[config.mk]
export PLATFORM = sky130hd
export DESIGN_NAME = reset_sequencer
export DESIGN_NICKNAME = d
export VERILOG_FILES = /design/src/rtl/reset_seq_pkg.sv /design/src/rtl/reset_sync_chain.sv /design/src/rtl/reset_sequencer.sv
export SDC_FILE = /design/constraint.sdc
export NUM_CORES = 1
export LEC_CHECK = 0
export BUFFER_PORTS_ARGS = -buffer_cell sky130_fd_sc_hd__buf_2
export CORE_UTILIZATION = 40
export DETAILED_ROUTE_END_ITERATION = 7
export GPL_TIMING_DRIVEN = 0
export HOLD_SLACK_MARGIN = 0.05
export PLACE_DENSITY = 0.6
export SYNTH_ARGS = -nofsm -noshare
export SYNTH_HDL_FRONTEND = slang
export SYNTH_SLANG_ARGS = --single-unit
[constraint.sdc]
create_clock -name clk_100m -period 3.1 [get_ports clk_100m]
set_input_delay 0.31 -clock clk_100m [delete_from_list [all_inputs] [get_ports clk_100m]]
set_output_delay 0.31 -clock clk_100m [all_outputs]
set_load 0.05 [all_outputs]
[src/rtl/reset_seq_pkg.sv]
// Shared encodings and width helpers for the reset sequencer and its synchroniser.
package reset_seq_pkg;

  typedef enum logic [1:0] {
    ST_HOLD    = 2'd0,
    ST_RELEASE = 2'd1,
    ST_DONE    = 2'd2
  } seq_state_e;

  function automatic int clog2_min1(input int value);
    int w;
    w = $clog2(value);
    return (w < 32'sd1) ? 32'sd1 : w;
  endfunction

  function automatic int max_clog2(input int a, input int b);
    return clog2_min1((a > b) ? a : b);
  endfunction

endpackage

[src/rtl/reset_sync_chain.sv]
// Reset synchroniser: clears asynchronously, releases after SYNC_STAGES clock edges.
module reset_sync_chain #(
  parameter int SYNC_STAGES = 4
) (
  input  logic i_clk,
  input  logic i_rst_n,
  output logic o_rst_sync
);

  logic [SYNC_STAGES-1:0] r_chain;

  // Shift ones in behind the async clear.
  always_ff @(posedge i_clk or negedge i_rst_n) begin
    if (!i_rst_n) begin
      r_chain <= {SYNC_STAGES{1'b0}};
    end else begin
      r_chain <= {r_chain[SYNC_STAGES-2:0], 1'b1};
    end
  end

  assign o_rst_sync = r_chain[SYNC_STAGES-1];

endmodule

[src/rtl/reset_sequencer.sv]
// Multi-domain reset controller: hold for a minimum time, then release each
// domain in index order with fixed spacing, and report completion.
module reset_sequencer
  import reset_seq_pkg::*;
#(
  parameter int NUM_DOMAINS = 4,
  parameter int SYNC_STAGES = 4,
  parameter int MIN_ASSERT  = 8,
  parameter int STAGE_DELAY = 16
) (
  input  logic                   clk_100m,
  input  logic                   rst_n,
  input  logic                   soft_rst_req,
  input  logic [NUM_DOMAINS-1:0] domain_en,
  output logic [NUM_DOMAINS-1:0] rst_n_out,
  output logic                   reset_done,
  output logic                   busy,
  output logic [1:0]             seq_state
);

  localparam int CNT_W = max_clog2(MIN_ASSERT, STAGE_DELAY);
  localparam int IDX_W = clog2_min1(NUM_DOMAINS);
  localparam logic [CNT_W-1:0] HOLD_LAST  = CNT_W'(MIN_ASSERT - 1);
  localparam logic [CNT_W-1:0] STAGE_LAST = CNT_W'(STAGE_DELAY - 1);
  localparam logic [IDX_W-1:0] IDX_LAST   = IDX_W'(NUM_DOMAINS - 1);
  localparam logic [CNT_W-1:0] CNT_ONE    = CNT_W'(32'd1);
  localparam logic [IDX_W-1:0] IDX_ONE    = IDX_W'(32'd1);

  if (NUM_DOMAINS < 1) begin : g_bad_num_domains
    $error("reset_sequencer: NUM_DOMAINS must be >= 1");
  end
  if (SYNC_STAGES < 2) begin : g_bad_sync_stages
    $error("reset_sequencer: SYNC_STAGES must be >= 2");
  end
  if (MIN_ASSERT < 1) begin : g_bad_min_assert
    $error("reset_sequencer: MIN_ASSERT must be >= 1");
  end
  if (STAGE_DELAY < 1) begin : g_bad_stage_delay
    $error("reset_sequencer: STAGE_DELAY must be >= 1");
  end

  seq_state_e             r_state, w_next_state;
  logic [CNT_W-1:0]       r_cnt, w_next_cnt;
  logic [IDX_W-1:0]       r_idx, w_next_idx;
  logic [NUM_DOMAINS-1:0] r_rst_n_out, w_next_rst_n_out;
  logic                   r_done, w_next_done;
  logic                   r_busy;
  logic                   w_rst_sync;

  reset_sync_chain #(
    .SYNC_STAGES (SYNC_STAGES)
  ) u_sync (
    .i_clk      (clk_100m),
    .i_rst_n    (rst_n),
    .o_rst_sync (w_rst_sync)
  );

  // Next-state logic; a soft request overrides every transition, including a release slot.
  always_comb begin
    w_next_state     = r_state;
    w_next_cnt       = r_cnt;
    w_next_idx       = r_idx;
    w_next_rst_n_out = r_rst_n_out;
    w_next_done      = r_done;
    if (soft_rst_req) begin
      w_next_state     = ST_HOLD;
      w_next_cnt       = {CNT_W{1'b0}};
      w_next_idx       = {IDX_W{1'b0}};
      w_next_rst_n_out = {NUM_DOMAINS{1'b0}};
      w_next_done      = 1'b0;
    end else if (w_rst_sync) begin
      case (r_state)
        ST_HOLD: begin
          if (r_cnt == HOLD_LAST) begin
            w_next_state = ST_RELEASE;
            w_next_cnt   = {CNT_W{1'b0}};
            w_next_idx   = {IDX_W{1'b0}};
          end else begin
            w_next_cnt = r_cnt + CNT_ONE;
          end
        end
        ST_RELEASE: begin
          for (int i = 0; i < NUM_DOMAINS; i++) begin
            if ((r_cnt == {CNT_W{1'b0}}) && (r_idx == IDX_W'(i))) begin
              w_next_rst_n_out[i] = domain_en[i];
            end else begin
              w_next_rst_n_out[i] = r_rst_n_out[i];
            end
          end
          if (r_cnt == STAGE_LAST) begin
            w_next_cnt = {CNT_W{1'b0}};
            if (r_idx == IDX_LAST) begin
              w_next_state = ST_DONE;
              w_next_done  = 1'b1;
            end else begin
              w_next_idx = r_idx + IDX_ONE;
            end
          end else begin
            w_next_cnt = r_cnt + CNT_ONE;
          end
        end
        ST_DONE: begin
          w_next_state = ST_DONE;
        end
        default: begin
          w_next_state     = ST_HOLD;
          w_next_cnt       = {CNT_W{1'b0}};
          w_next_idx       = {IDX_W{1'b0}};
          w_next_rst_n_out = {NUM_DOMAINS{1'b0}};
          w_next_done      = 1'b0;
        end
      endcase
    end else begin
      w_next_state = r_state;
    end
  end

  // State and output registers.
  always_ff @(posedge clk_100m or negedge rst_n) begin
    if (!rst_n) begin
      r_state     <= ST_HOLD;
      r_cnt       <= {CNT_W{1'b0}};
      r_idx       <= {IDX_W{1'b0}};
      r_rst_n_out <= {NUM_DOMAINS{1'b0}};
      r_done      <= 1'b0;
      r_busy      <= 1'b1;
    end else begin
      r_state     <= w_next_state;
      r_cnt       <= w_next_cnt;
      r_idx       <= w_next_idx;
      r_rst_n_out <= w_next_rst_n_out;
      r_done      <= w_next_done;
      r_busy      <= (w_next_state != ST_DONE);
    end
  end

  assign rst_n_out  = r_rst_n_out;
  assign reset_done = r_done;
  assign busy       = r_busy;
  assign seq_state  = r_state;

endmodule

# Word level (Yosys, flattened, before mapping)

Index checks and enable logic that the tools add are counted.

$add $sub $neg: 2
Muxes and demuxes: 29
Equal/unequal tests: 18
Reduce and logical (&&, ||, !) cells: 16

Operator list:

| operator                                                               | count |
|---|---|
| 4-bit two-way mux                                                      | 6 |
| 3-bit != test (second input constant)                                  | 8 |
| 2-bit two-way mux                                                      | 10 |
| 2-bit case mux with 3 select lines                                     | 2 |
| 4-bit case mux with 3 select lines                                     | 1 |
| 3-bit AND reduction                                                    | 4 |
| 1-bit two-way mux                                                      | 8 |
| 4-bit case mux with 2 select lines                                     | 1 |
| 2-bit equality test (second input constant)                            | 3 |
| 5-bit AND reduction                                                    | 1 |
| 4-bit by 1-bit adder with 4-bit output (second input constant)         | 1 |
| 2-bit by 1-bit equality test with 1-bit output (second input constant) | 2 |
| 4-bit by 3-bit equality test with 1-bit output (second input constant) | 1 |
| 4-bit equality test (second input constant)                            | 1 |
| 1-bit logical AND                                                      | 4 |
| 2-bit zero test                                                        | 2 |
| 4-bit zero test                                                        | 1 |
| 2-bit != test (second input constant)                                  | 2 |
| 4-bit AND reduction                                                    | 1 |
| 2-bit by 1-bit adder with 2-bit output (second input constant)         | 1 |
| 2-bit by 1-bit != test with 1-bit output (second input constant)       | 1 |
| 1-bit case mux with 2 select lines                                     | 1 |
| 2-bit AND reduction                                                    | 1 |
| 2-bit nonzero test                                                     | 1 |
| 2-bit OR reduction                                                     | 1 |

Output and inout bits: 8
Bits of input ports: 7
Word-level logic and storage cells: 75
Register bits after elaboration: 18

# Longest topological paths before layout

Gate-level depths: netlist of the first run.

Depth in word-level cells: 7
Depth in mapped cells: 6
Mapped depth without buffers: 6

# Cells and area by module

Synthesis of the first run repeated with hierarchy kept, for this count alone.

Cells, all modules: 94
Area, all modules: 949.7 µm²

By module, submodules not included:

| module           | sequential area each (µm²) | instances | cells each | area each (µm²) |
|---|---|---|---|---|
| reset_sequencer  | 351.6                      | 1         | 89         | 845.8 |
| reset_sync_chain | 100.1                      | 1         | 5          | 103.8 |

# Worst setup path before layout of the first run

No wires, ideal clock.

Path type: reg-to-reg
Start point: register r_state[0], in the netlist seq_state[0]
End point: register r_cnt[3]
Setup time: 0.087 ns
Arrival time: 1.820 ns
Slack: 1.193 ns
Stages on the path, launching flop included: 6
Path buffers: 1
Required time: 3.013 ns
Clock period less this slack: 1.907 ns
Path through: dfrtp_1 -> buf_6 -> xnor2_1 -> a311o_1 -> or4_1 -> o211ai_1

Word-level cells in the longest chain between the ends: 4
Elaborated cells between the ends (all ways): 8
Classes of those cells: eq/ne: 3; mux: 3; reduce/logical: 2

Ends and longest elaborated chain:

| what                                        | RTL line               | RTL |
|---|---|---|
| start: declaration                          | reset_sequencer.sv:42  | `seq_state_e r_state, w_next_state;` |
| start signal: assignment                    | reset_sequencer.sv:128 | `r_state <= w_next_state;` |
| 2-bit equality test (tied with other cells) | reset_sequencer.sv:72  | `case (r_state)` |
| 4-bit case mux with 3 select lines          | reset_sequencer.sv:72  |  |
| 4-bit two-way mux                           | reset_sequencer.sv:71  | `end else if (w_rst_sync) begin` |
| 4-bit two-way mux                           | reset_sequencer.sv:65  | `if (soft_rst_req) begin` |
| end signal: assignment                      | reset_sequencer.sv:122 | `r_cnt <= {CNT_W{1'b0}};` |
| end signal: assignment                      | reset_sequencer.sv:129 | `r_cnt <= w_next_cnt;` |
| end: declaration                            | reset_sequencer.sv:43  | `logic [CNT_W-1:0] r_cnt, w_next_cnt;` |

Parallel ways exist; a longest one is shown, timed or not. The select of a mux whose other input is x is not followed.
A chain may end at the register's enable or synchronous reset.

# Final worst setup path of the first run

Start point: register r_cnt[0]
End point: register r_cnt[3]

Word-level cells in the longest chain between the ends: 5
Elaborated cells between the ends (all ways): 8
Classes of those cells: add/sub: 1; eq/ne: 2; mux: 5

Ends and longest elaborated chain:

| what                                                           | RTL line |
|---|---|
| 4-bit by 1-bit adder with 4-bit output (tied with other cells) | reset_sequencer.sv:79, reset_sequencer.sv:99 |
| 4-bit two-way mux, on equally long branches                    | reset_sequencer.sv:90, reset_sequencer.sv:74 |
| 4-bit case mux with 3 select lines (*)                         | reset_sequencer.sv:72 |
| 4-bit two-way mux (*)                                          | reset_sequencer.sv:71 |
| 4-bit two-way mux (*)                                          | reset_sequencer.sv:65 |

Every way passes the cells marked *; elsewhere a longest branch is shown, timed or not. The select of a mux whose other input is x is not followed.

==> results.md, run 1 <==
* **result of the run** complete, no violations
* **actual slew at the worst max-slew pin** 0.500 ns
* **initial antenna violation count** 0
* **later-pin clock latency in the skew report** 0.29 ns
* **final setup violation count** 0
* **maximum capacitance violations** 0
* **clock root buffer** sky130_fd_sc_hd__clkbuf_4
* **register bit count reported by yosys** 18
* **share of the yosys chip area belonging to registers** 48.4%
* **maximum clock frequency** 0.565 GHz
* **fill cell total of the finished layout** 226
* **maximum number of pins on one net before global-route repair** 19
* **largest voltage drop on the vdd net** 0.222 mV
* **effective utilization at floorplan** 42.2%
* **Final GP Congestion** 0.775
* **unrepaired setup endpoints after global routing** no
* **TritonCTS Buffers** 3
* **Critical Path Fanout Max** 6
* **maximum level of the CTS H-tree** 1
* **Hold Fails Final Rpt** 0
* **leakage power total** 0.512 nW
* **worst endpoint required time** 3.30 ns
* **final-report max-slew violation count** 0
* **power density over the cells** 387 nW/um^2
* **minimum hold slack** 0.245 ns
* **NumNets Final** 127
* **Vert. Die Dim** 50.3 um
* **synthesis-to-finish area growth** 16.2%
* **boundary pin count** 15
* **wire length of the first global-routing pass** 2930 um
* **kind of start point of the critical path** flop
* **chip width** 50.3 um
* **clock tree from TritonCTS** done
* **number of enable-type register cells in the synthesized netlist** 0
* **via count of the first global-routing pass** 680
* **number of buffers on the longest clock path** 2
* **clock slew seen by the registers of the worst setup and hold paths** 0.11 ns
* **Post-Synthesis Mean Instance Area** 9.93 um^2
* **Post-CTS Resized** 0
* **Post-Syn Instances** 94
* **count of buffers from port buffering** 14
* **wire length per cell after detailed routing** 12.5 um
* **Tcrit/Tclk final** 57.1%
* **worst min-delay path class** input pin to flop
* **Core Box Area** 2210 um^2
* **total detailed-routing wirelength** 1760 um
* **total number of vias** 758
* **buffer count from post-CTS setup fixing** 0
* **fin cells** 141
* **vias per std cell** 5.38
* **number of placed instances with taps included** 136
* **fraction of final layout cells with drive strength greater than 1** 20.4%
* **post-route ant nets** 0
* **count of cell types in the netlist** 31
* **final HPWL from detailed placement** 1300 um
* **arrival time of the worst setup path** 1.98 ns
* **DRC Markers** 0
* **CP Capture Type** flop
* **normalized max-slew margin** 66.5%
* **Placement Cell Area** 1040 um^2
* **ys flop type** sky130_fd_sc_hd__dfrtp_1
* **total overflow reported by the global router** 0
* **Detailed Routing Iterations Pass 1** 4
* **Sinks on Clock Net** 18
* **quantity of hold-fixing buffers added after cts** 1
* **yosys warns** 0
* **clock skew** 0.00741 ns
* **async set-reset flop share out of synthesis** 100%
* **diodes inserted** 0
* **Syn Nets** 107
* **total routing usage reported by global routing** 15.3%
* **clock period minus final worst setup slack** 1.77 ns
* **first-iteration detailed-routing DRC count** 11
* **cell area after layout** 1080 um^2
* **placement row count** 17
* **Fin Setup TNS** 0 ns
* **area of the die** 2530 um^2
* **netlist area before placement** 933 um^2
* **Critical Setup Path Class** flop to flop
cells in the final DEF, fill, tap and decap left out:
| cell type | n |
|---|---|
| sky130_fd_sc_hd__a21o_1 | 1 |
| sky130_fd_sc_hd__a21oi_1 | 12 |
| sky130_fd_sc_hd__a22o_1 | 1 |
| sky130_fd_sc_hd__a311o_1 | 1 |
| sky130_fd_sc_hd__and2_1 | 1 |
| sky130_fd_sc_hd__and4_1 | 1 |
| sky130_fd_sc_hd__and4bb_1 | 1 |
| sky130_fd_sc_hd__buf_2 | 14 |
| sky130_fd_sc_hd__buf_6 | 2 |
| sky130_fd_sc_hd__clkbuf_1 | 3 |
| sky130_fd_sc_hd__clkbuf_4 | 3 |
| sky130_fd_sc_hd__clkbuf_8 | 1 |
| sky130_fd_sc_hd__conb_1 | 1 |
| sky130_fd_sc_hd__dfrtp_1 | 17 |
| sky130_fd_sc_hd__dfstp_2 | 1 |
| sky130_fd_sc_hd__dlygate4sd3_1 | 1 |
| sky130_fd_sc_hd__ha_1 | 6 |
| sky130_fd_sc_hd__inv_1 | 5 |
| sky130_fd_sc_hd__mux2_2 | 1 |
| sky130_fd_sc_hd__nand2_1 | 12 |
| sky130_fd_sc_hd__nand2b_1 | 3 |
| sky130_fd_sc_hd__nand3_1 | 2 |
| sky130_fd_sc_hd__nand3b_1 | 1 |
| sky130_fd_sc_hd__nand4_1 | 5 |
| sky130_fd_sc_hd__nor2_1 | 3 |
| sky130_fd_sc_hd__nor2b_1 | 1 |
| sky130_fd_sc_hd__nor3b_2 | 1 |
| sky130_fd_sc_hd__o211ai_1 | 1 |
| sky130_fd_sc_hd__o21ai_0 | 5 |
| sky130_fd_sc_hd__o221ai_1 | 1 |
| sky130_fd_sc_hd__o31ai_1 | 1 |
| sky130_fd_sc_hd__o32ai_1 | 1 |
| sky130_fd_sc_hd__or3b_1 | 1 |
| sky130_fd_sc_hd__or4_1 | 1 |
| sky130_fd_sc_hd__xnor2_1 | 1 |
layout make-up:
type                    instances  area (um^2)  share of cell area [%]
flip-flops and latches         18          452                    41.6
multi-input cells              66          429                    39.6
repair buffers                 15         80.1                    7.38
clock buffers                   4         36.3                    3.34
well taps                      28         35.0                    3.23
plain buffers                   5         33.8                    3.11
inverters                       5         18.8                    1.73
cell usage after synthesis, types with 2 or more instances:
master | instances | area, um^2
sky130_fd_sc_hd__a21oi_1 | 12 | 60.1
sky130_fd_sc_hd__nand4_1 | 5 | 31.3
sky130_fd_sc_hd__buf_6 | 2 | 22.5
sky130_fd_sc_hd__nand3_1 | 2 | 10.0
sky130_fd_sc_hd__ha_1 | 6 | 75.1
sky130_fd_sc_hd__nand2_1 | 12 | 45.0
sky130_fd_sc_hd__inv_1 | 5 | 18.8
sky130_fd_sc_hd__dfrtp_1 | 17 | 425
sky130_fd_sc_hd__nand2b_1 | 3 | 18.8
sky130_fd_sc_hd__o21ai_0 | 5 | 25.0
sky130_fd_sc_hd__nor2_1 | 3 | 11.3
sky130_fd_sc_hd__clkbuf_1 | 3 | 11.3
registers in the layout, indices dropped and copies added (netlist names):
register,count
r_cnt,4
rst_n_out,4
r_idx,2
busy,1
u_sync.r_chain,4
seq_state,2
reset_done,1
per-layer routing:
layer / global-route usage, % / part of all wire [%]
met4: 5.56 / 0.51
met2: 28.0 / 49
met5: 0 / 0
met1: 18.1 / 47
met3: 1.82 / 3.2
cell families after synthesis:
| logic type | after synthesis | share of synthesized area (%) |
|---|---|---|
| fa+ha+maj | 6 | 8.04 |
| simple gates | 33 | 20.0 |
| buf+inv | 10 | 5.63 |
| mux | 1 | 1.21 |
| other cells | 1 | 0.402 |
| compound gates | 24 | 15.4 |
| flops | 18 | 48.4 |
| xor+xnor | 1 | 0.939 |
worst paths after layout:
kind,startpoint,endpoint,slack (ns),depth (start not counted)
worst max-delay path,r_cnt[0],r_cnt[3],1.33,4
worst min-delay path,domain_en[1],rst_n_out[1],0.25,3
worst max register to register,r_cnt[0],r_cnt[3],1.33,4
worst min register to register,u_sync.r_chain[2],u_sync.r_chain[3],0.36,0
max in group asynchronous,rst_n,busy,2.31,2
min in group asynchronous,rst_n,r_cnt[1],0.47,2
stage by stage:
step                      setup WS (ns)  util [%]  power (mW)
after floorplan                    1.19         -       0.267
after global placement             1.37      46.9       0.281
after detailed placement           1.35      46.9       0.281
after CTS                          1.32      49.0       0.425
after global routing               1.21      49.0       0.438
final                              1.33      49.0       0.420
report_power, final:
part	internal [mW]	leakage (nW)	total, mW	switching, mW
logic	0.0119	0.254	0.0334	0.0215
registers	0.240	0.237	0.244	0.00417
clock network	0.0715	0.0210	0.142	0.0708
total	0.323	0.512	0.420	0.0965
worst max-delay path, stage by stage (launching register included):
cell                       delay (ns)
sky130_fd_sc_hd__dfrtp_1         0.43
sky130_fd_sc_hd__ha_1            0.27
sky130_fd_sc_hd__a311o_1         0.41
sky130_fd_sc_hd__or4_1           0.49
sky130_fd_sc_hd__o211ai_1        0.10
No activity file was read; power rests on OpenSTA's default activity.
==> run 2, diff against run 1 <==
- PLACE_DENSITY: 0.6 -> 0.62
- clock period: 3.1 -> 1.6 ns (I/O delays scaled with it)
==> results.md, run 2 (same netlist as run 1, synthesis figures left out) <==
* **via count of the first global-routing pass** 786, +16%
* **final HPWL from detailed placement** 1300 um, about the same
* **CP Capture Type** flop
* **actual slew at the worst max-slew pin** 0.521 ns, +0.0214 ns
* **clock root buffer** sky130_fd_sc_hd__clkbuf_4
* **vias per std cell** 5.35, -0.54%
* **worst endpoint required time** 1.79 ns, -1.51 ns
* **Final Core Density** 55.1%, +6.1 points
* **wire length per cell after detailed routing** 14.1 um, +13%
* **area of the die** 2530 um^2, unchanged
* **violated checks** design-rule violations, negative setup slack
* **Vert. Die Dim** 50.3 um, unchanged
* **fraction of power consumed by sequential logic** 54.9%, -3.2 points
* **clock network power share** 33.5%, -0.4 points
* **total overflow reported by the global router** 0, unchanged
* **Detailed Routing Iterations Pass 1** 7, +3
* **power density over the cells** 712 nW/um^2, +84%
* **fin cells** 150, +6.4%
* **clock period minus final worst setup slack** 1.66 ns, -0.108 ns
* **worst min-delay path class** input pin to flop
* **Total Power Consumption** 868 uW, +110%
* **largest voltage drop on the vdd net** 0.605 mV, +170%
* **leakage power total** 0.565 nW, +10%
* **clock skew** 0.0115 ns, +0.00409 ns
* **total detailed-routing wirelength** 2120 um, +20%
* **DRC Markers** 2, +2
* **normalized max-slew margin** 65.3%, -1.3 points
* **maximum capacitance violations** 0, unchanged
* **maximum number of pins on one net before global-route repair** 19, unchanged
* **number of buffers on the longest clock path** 2, unchanged
* **Final Worst Setup Slack** -0.0633 ns, -1.39 ns
* **Tcrit/Tclk final** 104%, +47 points
* **Sw Ratio** 24.9%, +1.9 points
* **final setup violation count** 3, +3
* **Sinks on Clock Net** 18, unchanged
* **initial antenna violation count** 0, unchanged
* **number of placed instances with taps included** 136, unchanged
* **diodes inserted** 0, unchanged
* **Hold Fails Final Rpt** 0, unchanged
* **internal power** 651 uW, +100%
* **result of the run** finished, violations left
* **unrepaired setup endpoints after global routing** yes
* **Critical Setup Path Class** flop to flop
* **later-pin clock latency in the skew report** 0.30 ns, about the same
* **Core Box Area** 2210 um^2, unchanged
* **count of buffers from port buffering** 14, unchanged
* **maximum level of the CTS H-tree** 1, unchanged
* **post-route ant nets** 0, unchanged
* **fill cell total of the finished layout** 199, -12%
* **fraction of final layout cells with drive strength greater than 1** 36.1%, +16 points
* **kind of start point of the critical path** flop
* **placement row count** 17, unchanged
* **synthesis-to-finish area growth** 30.6%
* **clock slew seen by the registers of the worst setup and hold paths** 0.11 ns, about the same
* **most frequent cells in the layout** sky130_fd_sc_hd__buf_2, sky130_fd_sc_hd__dfrtp_1, sky130_fd_sc_hd__nand2_1, sky130_fd_sc_hd__buf_4, sky130_fd_sc_hd__a21oi_1
* **wire length of the first global-routing pass** 3370 um, +15%
* **arrival time of the worst setup path** 1.85 ns, -0.13 ns
* **Final GP Congestion** 0.811, +4.6%
* **Critical Path Fanout Max** 4, -2
* **switching pwr** 216 uW, +120%
* **relative contribution of combinational cells to total power** 11.6%, +3.6 points
* **total routing usage reported by global routing** 18.0%, +2.7 points
* **chip width** 50.3 um, unchanged
* **TritonCTS Buffers** 3, unchanged
* **total number of vias** 802, +5.8%
* **NumNets Final** 136, +7.1%
* **maximum clock frequency** 0.601 GHz, +6.5%
* **boundary pin count** 15, unchanged
* **effective utilization at floorplan** 42.2%, unchanged
* **first-iteration detailed-routing DRC count** 25, +14
* **final-report max-slew violation count** 0, unchanged
* **clock tree from TritonCTS** done
[run 2: worst paths after layout]
check                                   from                end  slack, ns  depth (start not counted)
setup / recovery                    r_cnt[0]           r_idx[0]      -0.06                          4
hold / removal                  domain_en[1]       rst_n_out[1]       0.09                          3
setup reg to reg                    r_cnt[0]           r_idx[0]      -0.06                          4
hold reg to reg            u_sync.r_chain[0]  u_sync.r_chain[1]       0.36                          0
max in group asynchronous              rst_n               busy       0.98                          2
min in group asynchronous              rst_n           r_cnt[2]       0.30                          2
[run 2: cell type report]
class	count	area, um^2	area share, %
Multi-Input combinational cell	66	482	39.5
Inverter	5	21.3	1.75
Timing Repair Buffer	28	185	15.2
Clock buffer	4	36.3	2.98
Buffer	1	3.75	0.308
Tap cell	28	35.0	2.87
Sequential cell	18	455	37.4
[run 2: metrics by stage]
step	hold slack (ns)	setup TNS (ns)	worst slack, ns	area (um^2)
after floorplan	-0.136	-0.351	-0.171	938
after global placement	0.113	-0.342	-0.157	1040
after detailed placement	0.115	-0.436	-0.196	1040
after CTS	0.0813	-0.120	-0.101	1160
after global routing	0.0909	-0.247	-0.0891	1220
final	0.0879	-0.0871	-0.0633	1220
[run 2: per-layer routing]
| layer | GRT usage (%) | part of all wire, % |
|---|---|---|
| met1 | 20.6 | 42 |
| met2 | 31.8 | 53 |
| met3 | 5.45 | 3.8 |
| met4 | 5.56 | 1.5 |
| met5 | 0 | 0 |
[run 2: worst max-delay path, stage by stage (launching register included)]
cell and delay (ns):
sky130_fd_sc_hd__dfrtp_1 0.44, sky130_fd_sc_hd__ha_4 0.19, sky130_fd_sc_hd__a311o_1 0.40, sky130_fd_sc_hd__and4bb_1 0.24, sky130_fd_sc_hd__mux2_4 0.27
[run 2: timing repair]
| action | 4_1_cts | 5_1_grt |
|---|---|---|
| endpoints found under the hold margin | 17 | 0 |
| pin swaps | 5 | 8 |
| setup endpoints to repair | 3 | 7 |
| hold buffers | 1 | 0 |
| setup buffers | 10 | 3 |
| resized for setup | 7 | 12 |
[run 2: power groups by stage]
stage	Clock [mW]	Combinational [mW]	Sequential, mW
final	0.291	0.101	0.476
after global routing	0.320	0.113	0.479
after CTS	0.303	0.0813	0.472
after detailed placement	0	0.0627	0.482
after global placement	0	0.0624	0.481
after floorplan	0	0.0375	0.480
